## src/rtl/mask_enc_pkg.sv

```systemverilog
// mask_enc_pkg: shared definitions for the mask encoder.
//   state_t  : FSM state word
//   ST_IDLE  : waiting for a mask (in_ready high)
//   ST_DRAIN : emitting one beat per set bit of the pending mask
package mask_enc_pkg;

  typedef logic [0:0] state_t;

  localparam state_t ST_IDLE  = 1'b0;
  localparam state_t ST_DRAIN = 1'b1;

endpackage : mask_enc_pkg

```

## src/rtl/mask_encoder_if.sv

```systemverilog
// mask_encoder_if: input-mask and output-address handshakes of the mask encoder.
//   in_valid/in_ready/in_mask             : mask offer (producer -> encoder)
//   out_valid/out_ready/out_addr/
//   out_last/out_empty                    : address beats (encoder -> consumer)
// Modports: slave = encoder side, master = producer/consumer side.
interface mask_encoder_if #(
  parameter int f_wid = 6,
  parameter int a_wid = $clog2(f_wid)
);

  logic             in_valid;
  logic             in_ready;
  logic [f_wid-1:0] in_mask;
  logic             out_valid;
  logic             out_ready;
  logic [a_wid-1:0] out_addr;
  logic             out_last;
  logic             out_empty;

  modport slave (
    input  in_valid, in_mask, out_ready,
    output in_ready, out_valid, out_addr, out_last, out_empty
  );

  modport master (
    output in_valid, in_mask, out_ready,
    input  in_ready, out_valid, out_addr, out_last, out_empty
  );

endinterface : mask_encoder_if

```

## src/rtl/mask_encoder_lsb_index.sv

```systemverilog
// lsb_index: combinational lowest-set-bit finder.
//   vec      : input bit vector
//   index    : position of the lowest set bit (0 when vec is zero)
//   one_left : vec has at most one bit set
module lsb_index #(
  parameter int f_wid = 6,
  parameter int a_wid = $clog2(f_wid)
) (
  input  logic [f_wid-1:0] vec,
  output logic [a_wid-1:0] index,
  output logic             one_left
);

  // Scan from the top so the lowest set bit is the last one written.
  always_comb begin
    index = '0;
    for (int i = f_wid - 1; i >= 0; i--) begin
      if (vec[i]) index = a_wid'(i);
    end
  end

  // Clearing the lowest set bit leaves zero iff at most one bit was set.
  assign one_left = ~|(vec & (vec - f_wid'(1)));

endmodule : lsb_index

```

## src/rtl/mask_encoder.sv

```systemverilog
// mask_encoder: captures a bit mask and emits the index of each set bit,
// lowest first, one beat per cycle under valid/ready flow control.
// An all-zero mask yields a single beat flagged empty.
//   clk   : clock, rising edge
//   rst_n : asynchronous active-low reset
//   bus   : mask_encoder_if.slave (in_* mask handshake, out_* address beats)
// All outputs come from state/pend/empty registers only.
module mask_encoder
  import mask_enc_pkg::*;
#(
  parameter int f_wid = 6,
  parameter int a_wid = $clog2(f_wid)
) (
  input  logic           clk,
  input  logic           rst_n,
  mask_encoder_if.slave  bus
);

  state_t           state;
  logic [f_wid-1:0] pend;
  logic             empty_r;
  logic [a_wid-1:0] lsb;
  logic             one_left;
  logic             drain;

  lsb_index #(.f_wid(f_wid), .a_wid(a_wid)) u_lsb (
    .vec      (pend),
    .index    (lsb),
    .one_left (one_left)
  );

  assign drain = (state == ST_DRAIN);

  always_ff @(posedge clk or negedge rst_n) begin
    if (!rst_n) begin
      state   <= ST_IDLE;
      pend    <= '0;
      empty_r <= 1'b0;
    end else begin
      case (state)
        ST_IDLE: begin
          if (bus.in_valid) begin
            pend    <= bus.in_mask;
            empty_r <= ~|bus.in_mask;
            state   <= ST_DRAIN;
          end
        end
        default: begin
          if (bus.out_ready) begin
            // Drop the emitted (lowest) bit; a zero mask stays zero.
            pend <= pend & (pend - f_wid'(1));
            if (one_left) begin
              state   <= ST_IDLE;
              empty_r <= 1'b0;
            end
          end
        end
      endcase
    end
  end

  assign bus.in_ready  = ~drain;
  assign bus.out_valid = drain;
  // pend is zero outside DRAIN, so lsb is already 0 there.
  assign bus.out_addr  = lsb;
  assign bus.out_last  = drain & one_left;
  assign bus.out_empty = drain & empty_r;

endmodule : mask_encoder

```

## src/flat_wrapper.sv

```systemverilog
// flat-port wrapper written by rule: the top's interface ports become plain ports
module mask_encoder_flat import mask_enc_pkg::*;
#(
  parameter int f_wid = 6,
  parameter int a_wid = $clog2(f_wid)
)
  (clk, rst_n, bus_in_valid, bus_in_mask, bus_out_ready, bus_in_ready, bus_out_valid, bus_out_addr, bus_out_last, bus_out_empty);
  mask_encoder_if #(.f_wid(f_wid), .a_wid(a_wid)) bus_i ();
  input  logic clk;
  input  logic rst_n;
  input wire logic [$bits(bus_i.in_valid)-1:0] bus_in_valid;
  input wire logic [$bits(bus_i.in_mask)-1:0] bus_in_mask;
  input wire logic [$bits(bus_i.out_ready)-1:0] bus_out_ready;
  output wire logic [$bits(bus_i.in_ready)-1:0] bus_in_ready;
  output wire logic [$bits(bus_i.out_valid)-1:0] bus_out_valid;
  output wire logic [$bits(bus_i.out_addr)-1:0] bus_out_addr;
  output wire logic [$bits(bus_i.out_last)-1:0] bus_out_last;
  output wire logic [$bits(bus_i.out_empty)-1:0] bus_out_empty;
  assign bus_i.in_valid = bus_in_valid;
  assign bus_i.in_mask = bus_in_mask;
  assign bus_i.out_ready = bus_out_ready;
  assign bus_in_ready = bus_i.in_ready;
  assign bus_out_valid = bus_i.out_valid;
  assign bus_out_addr = bus_i.out_addr;
  assign bus_out_last = bus_i.out_last;
  assign bus_out_empty = bus_i.out_empty;
  mask_encoder #(.f_wid(f_wid), .a_wid(a_wid)) u_core (.clk(clk), .rst_n(rst_n), .bus(bus_i));
endmodule
```

## config.mk

```make
export PLATFORM = sky130hd
export DESIGN_NAME = mask_encoder_flat
export DESIGN_NICKNAME = d
export VERILOG_FILES = /design/src/rtl/mask_enc_pkg.sv /design/src/rtl/mask_encoder_if.sv /design/src/rtl/mask_encoder_lsb_index.sv /design/src/rtl/mask_encoder.sv /design/src/flat_wrapper.sv
export SDC_FILE = /design/constraint.sdc
export NUM_CORES = 1
export LEC_CHECK = 0
export ABC_CLOCK_PERIOD_IN_PS = 2100
export BUFFER_PORTS_ARGS = -buffer_cell sky130_fd_sc_hd__buf_2
export CAP_MARGIN = 30
export CORE_AREA = 3 3 40 42
export DETAILED_ROUTE_END_ITERATION = 6
export DIE_AREA = 0 0 43 45
export GPL_ROUTABILITY_DRIVEN = 0
export PLACE_DENSITY = 0.75
export SYNTH_ARGS = -nofsm -noshare
export SYNTH_HDL_FRONTEND = slang
export SYNTH_HIERARCHICAL = 1
export SYNTH_SLANG_ARGS = --single-unit
```

## constraint.sdc

```tcl
create_clock -name clk -period 2.1 [get_ports clk]
set_input_delay 0.525 -clock clk [delete_from_list [all_inputs] [get_ports clk]]
set_output_delay 0.525 -clock clk [all_outputs]
set_load 0.02 [all_outputs]
```

# Word-level counts from Yosys, hierarchy flattened
# Index checks and enable logic that the tools add are counted.
totals:
  register_bits: 8
  input_bits: 10
  out_inout_bits: 7
op_classes:
  add_sub_neg: 1
  n_eq_ne: 2
  mux: 17
  bitwise_logic: 4
  reduce_logical: 7
op_table:
  columns: ["op", "n"]
  rows:
  - ["2-to-1 mux 3 bit", 6]
  - ["2-to-1 mux 6 bit", 3]
  - ["OR reduction 6 bit", 2]
  - ["2-to-1 mux 1 bit", 8]
  - ["AND 6 bit", 1]
  - ["subtractor 6 x 1 -> 6 bit, second input constant", 1]
  - ["!= test 2 bit, second input constant", 2]
  - ["AND reduction 3 bit", 1]
  - ["AND 1 bit", 2]
  - ["zero test 1 bit", 2]
  - ["AND reduction 2 bit", 1]
  - ["nonzero test 2 bit", 1]
  - ["NOT 1 bit", 1]

# Logic depth before layout (Yosys ltp)
depth:
  word_depth: 6
  mapped_depth: 6
  depth_no_buf: 6

# Hierarchy
# Netlist, hierarchy kept.
modules_own_cells:
  columns: ["mod", "instances", "cells_per_inst", "area_per_inst_um2", "seq_area_each_um2"]
  rows:
  - ["mask_encoder", 1, 42, 425.4, 200.2]
  - ["lsb_index", 1, 14, 86.3, 0.0]

# Least setup slack after synthesis
# Ideal clock, no wire load.
synth_timing:
  path_type: "register to output"
  startpoint: "register u_core.pend[3]"
  endpoint: "output bus_out_last"
  t_arrival_ps: 1405
  t_required_ps: 1575
  setup_slack_ps: 170
  stages_incl_launch_ff: 5
  n_path_buf: 0
  cell_sequence: "dfrtp_1 -> or3_1 -> a211oi_2 -> or3_1 -> and2_1"
synth_between:
  elab_chain_len: 5
synth_lines:
  columns: ["element", "line_no", "source"]
  rows:
  - ["start: declaration", "mask_encoder.sv:20", "logic [f_wid-1:0] pend;"]
  - ["start signal: assignment", "mask_encoder.sv:43", "pend <= bus.in_mask;"]
  - ["start signal: assignment", "mask_encoder.sv:51", "pend <= pend & (pend - f_wid'(1));"]
  - ["subtractor 6 x 1 -> 6 bit", "mask_encoder_lsb_index.sv:23", "assign one_left = ~|(vec & (vec - f_wid'(1)));"]
  - ["AND 6 bit *", "mask_encoder_lsb_index.sv:23", null]
  - ["OR reduction 6 bit *", "mask_encoder_lsb_index.sv:23", null]
  - ["zero test 1 bit *", "mask_encoder_lsb_index.sv:23", null]
  - ["via u_core.one_left", "mask_encoder.sv:23", "logic one_left;"]
  - ["AND 1 bit *", "mask_encoder.sv:66", "assign bus.out_last = drain & one_left;"]
  - ["end: declaration", "flat_wrapper.sv:17", "output wire logic [$bits(bus_i.out_last)-1:0] bus_out_last;"]
# Mark *: on every way through the listed nets, which the timed path passes. The rest lies on a longest branch.

# Final worst setup path
layout_timing:
  startpoint: "register u_core.pend[2]"
  endpoint: "output bus_out_last"
# The elaborated chain is that of the path after synthesis.

==> results.md <==
- The CTS tree is built.
- For this design, the sink count on the clock tree is 8.
- The floorplan step set the die width to 43 um.
- In this run the worst hold path is classified as input pin to asynchronous set/reset pin.
- The core region is 0.00128 sq mm.
- The leakage power figure is 0.347 nW.
- The final setup violation count is 1.
- The final max-slew violation count is 0.
- The power per cell area is 1580 mW/mm^2.
- The per-instance average area after synthesis is 9.14 sq um.
- The aggregate global routing overflow is 0.
- The initial antenna violation count came to 0.
- The multi-input gate area in the final layout is 324 sq um.
- The final critical path takes up 103% of the cycle.
- The average wire per standard cell is 15.8 um.
- The final instance area is 712 sq um.
- VDD sags by at most 0.718 mV.
- The worst register-to-register path begins at u_core/pend[2]$_DFFE_PN0P_.
- Leaving out fill and tap cells, the most frequent cell in the layout is sky130_fd_sc_hd__buf_2.
- The worst max-slew margin expressed relative to the limit is 69.0%.
- The H-tree level count is 1.
- The area occupied by registers is 200 sq um.
- The detailed-route vias per instance is 5.65.
- The count of distinct cell types in the synthesized netlist is 26.
- In this run the register-to-register setup slack is 0.38 ns.
- The via count of the first global-routing pass is 505.
- The cell sitting at the root of the clock tree is a sky130_fd_sc_hd__clkbuf_4.
- The total CTS buffers is 3.
- The data arrival time of the critical path is 1.64 ns.
- The run finished, with violations left.
- The worst setup path is launched from a flop.
- The port buffer count is 16.
- Clock-pin slew was measured on the worst setup and hold paths at 0.06 ns.
- The number of DRC violations after detailed routing is 0.
- Global routing used 16.8% of the available tracks.
- The design draws 1.12 mW.
- Once detail routing completed, the nets flagged for antenna violations numbered 0.
- The wire length of the first global-routing pass is 2360 um.
- The wire-length estimate of the detail-placed layout is 943 um.
- The cell count after synthesis is 56.
- The number of placement rows is 13.
- Based on the critical path, the design can be clocked at up to 463 MHz.
- STA puts the critical path data required time at 1.57 ns.
- The first detailed-routing pass ran for 4 iterations.
- The worst hold-check slack is 0.104 ns.
- Setup repair after global routing could not meet its margin everywhere.
- Of all nets on the critical path, the largest fanout is 3.
- The worst register-to-register path ends at u_core/pend[5]$_DFFE_PN0P_.
- The number of nets handed over by synthesis was 66.
- The checks that failed: negative setup slack.
- The die area is 0.00194 sq mm.
- The worst setup path is of the flop to primary output kind.
- The top cell types in the final layout, fill and taps aside, are 15 x sky130_fd_sc_hd__buf_2, 8 x sky130_fd_sc_hd__dfrtp_1, 7 x sky130_fd_sc_hd__buf_4.
- The placed cell area is 624 sq um.
- The starting utilization of the core area is 39.8%.
- The count of antenna diodes in the layout is 0.
- At the pin with the least slew margin, the transition time is 0.465 ns.
- Entering global routing, the biggest net connects 17 pins.
- The cts-stage hold buffer count is 0.
- The area overhead of the layout relative to synthesis is 39.1%.
- At the later pin of the worst-skew pair, clock insertion delay measures 0.26 ns.
- The number of warnings issued by yosys is 6.
- The synthesized netlist occupies a cell area of 512 sq um.
- Across all setup checks in the final design, the least slack found is -0.0611 ns.
- No sink is reached through more buffers than the 2 on the longest clock path.
- The sum of negative setup slack is -0.0611 ns.
- After detailed placement, the design holds a cell count of 88.
- The path depth of the worst reg2reg path is 5.
- For this design the top-level I/O count stands at 17.
- The number of DRC markers in iteration 0 is 5.
- The layout filler cell count is 115.
- The register area share after synthesis is 39.1%.
- The register bit total from synthesis is 8.
- The share of layout cells above drive strength 1 is 42.5%.
- The aggregate routed wire length is 1500 um.
- The minimum period implied by the final worst setup slack is 2.16 ns.
- The final count of hold timing violations was 0.
- The worst clock skew on the final layout is 0.00450 ns.
- In this run the vertical extent of the chip is 45 um.
- The count of placed standard cells in the final layout, fillers left out is 95.
- After the last flow step, the layout net total stands at 92.
- The final route contains 537 vias.
- The endpoint class of the critical path is a primary output.
- The reported max-cap violation count is 0.
## state kept, by name (all words and copies together) (netlist names)
name and flops:
u_core/pend 6, u_core/empty_r 1, u_core/bus.out_valid 1
## power by group
| group | switching, mW | internal, mW |
|---|---|---|
| registers | 0.130 | 0.210 |
| clock network | 0.0540 | 0.0655 |
| logic | 0.326 | 0.337 |
## critical path, cell delays in order, from the launching register on
cell and delay (ns):
sky130_fd_sc_hd__dfrtp_1 0.41, sky130_fd_sc_hd__or3_4 0.42, sky130_fd_sc_hd__a211oi_2 0.15, sky130_fd_sc_hd__or3_4 0.16, sky130_fd_sc_hd__and2_4 0.13, sky130_fd_sc_hd__buf_6 0.11
## metrics by stage
step	setup WS [ns]	util, %
5_1_grt	-0.104	55.4
3_3_place_gp	0.146	48.6
6_report	-0.0611	55.4
3_5_place_dp	0.109	48.6
2_1_floorplan	0.170	-
4_1_cts	-0.0438	53.6
## per-layer routing
metal	vias up	part of all wire [%]	track usage, %
met1	255	43	18.3
met3	2	5.5	4.78
met4	0	0.67	7.23
met5	-	0	0
met2	21	51	30.5
li1	259	-	-
## kinds of logic after synthesis
family                   synth area share, %
adder cells (fa/ha/maj)                 1.96
multiplexers                            11.7
AO/OA/AOI/OAI                           19.3
flip-flops                              39.1
AND/OR/NAND/NOR                         24.7
buffers and inverters                   3.18
## cell usage after synthesis
master	instances	area, sq um
sky130_fd_sc_hd__dfrtp_1	8	200
sky130_fd_sc_hd__nor2_1	4	15.0
sky130_fd_sc_hd__and2_1	2	12.5
sky130_fd_sc_hd__o21ai_1	1	5.00
sky130_fd_sc_hd__clkbuf_1	1	3.75
sky130_fd_sc_hd__or4b_4	1	13.8
sky130_fd_sc_hd__o21bai_1	1	7.51
sky130_fd_sc_hd__o211ai_1	2	15.0
sky130_fd_sc_hd__a21oi_1	3	15.0
sky130_fd_sc_hd__a211oi_2	1	12.5
sky130_fd_sc_hd__nor2b_1	1	6.26
sky130_fd_sc_hd__nor4_1	2	12.5
sky130_fd_sc_hd__inv_1	2	7.51
sky130_fd_sc_hd__or2b_1	1	7.51
sky130_fd_sc_hd__or3_1	2	12.5
sky130_fd_sc_hd__mux2i_1	6	60.1
sky130_fd_sc_hd__maj3_1	1	10.0
sky130_fd_sc_hd__a31oi_1	1	6.26
sky130_fd_sc_hd__nand3_1	2	10.0
sky130_fd_sc_hd__nand2_1	4	15.0
sky130_fd_sc_hd__buf_2	1	5.00
sky130_fd_sc_hd__nor3_1	3	15.0
sky130_fd_sc_hd__o22ai_1	1	6.26
sky130_fd_sc_hd__o21ai_0	3	15.0
sky130_fd_sc_hd__o311ai_2	1	16.3
sky130_fd_sc_hd__nand4_1	1	6.26
## worst max-delay path by stage
stage / cells after the start / start / endpoint
detailed placement: 5 / u_core/pend[2]$_DFFE_PN0P_ / bus_out_last
global route: 5 / u_core/pend[2]$_DFFE_PN0P_ / bus_out_last
floorplan: 4 / u_core/pend[3]$_DFFE_PN0P_ / bus_out_last
CTS: 5 / u_core/pend[0]$_DFFE_PN0P_ / bus_out_last
global placement: 5 / u_core/pend[2]$_DFFE_PN0P_ / bus_out_last
finish: 5 / u_core/pend[2]$_DFFE_PN0P_ / bus_out_last
## layout make-up
cell class              instances  area share, %
multi-input cells              44           45.5
clock buffers                   3           3.16
flip-flops and latches          8           28.1
well taps                      15           2.64
inverters                       2           1.05
repair buffers                 23           19.5
## what timing repair did
item                                    4_1_cts  5_1_grt
buffers inserted                              2        2
pin swaps                                     4        4
endpoints found under the setup margin        1        1
endpoints found under the hold margin         0        0
gates resized for setup                       7        1
(Power assumes the default switching activity.)
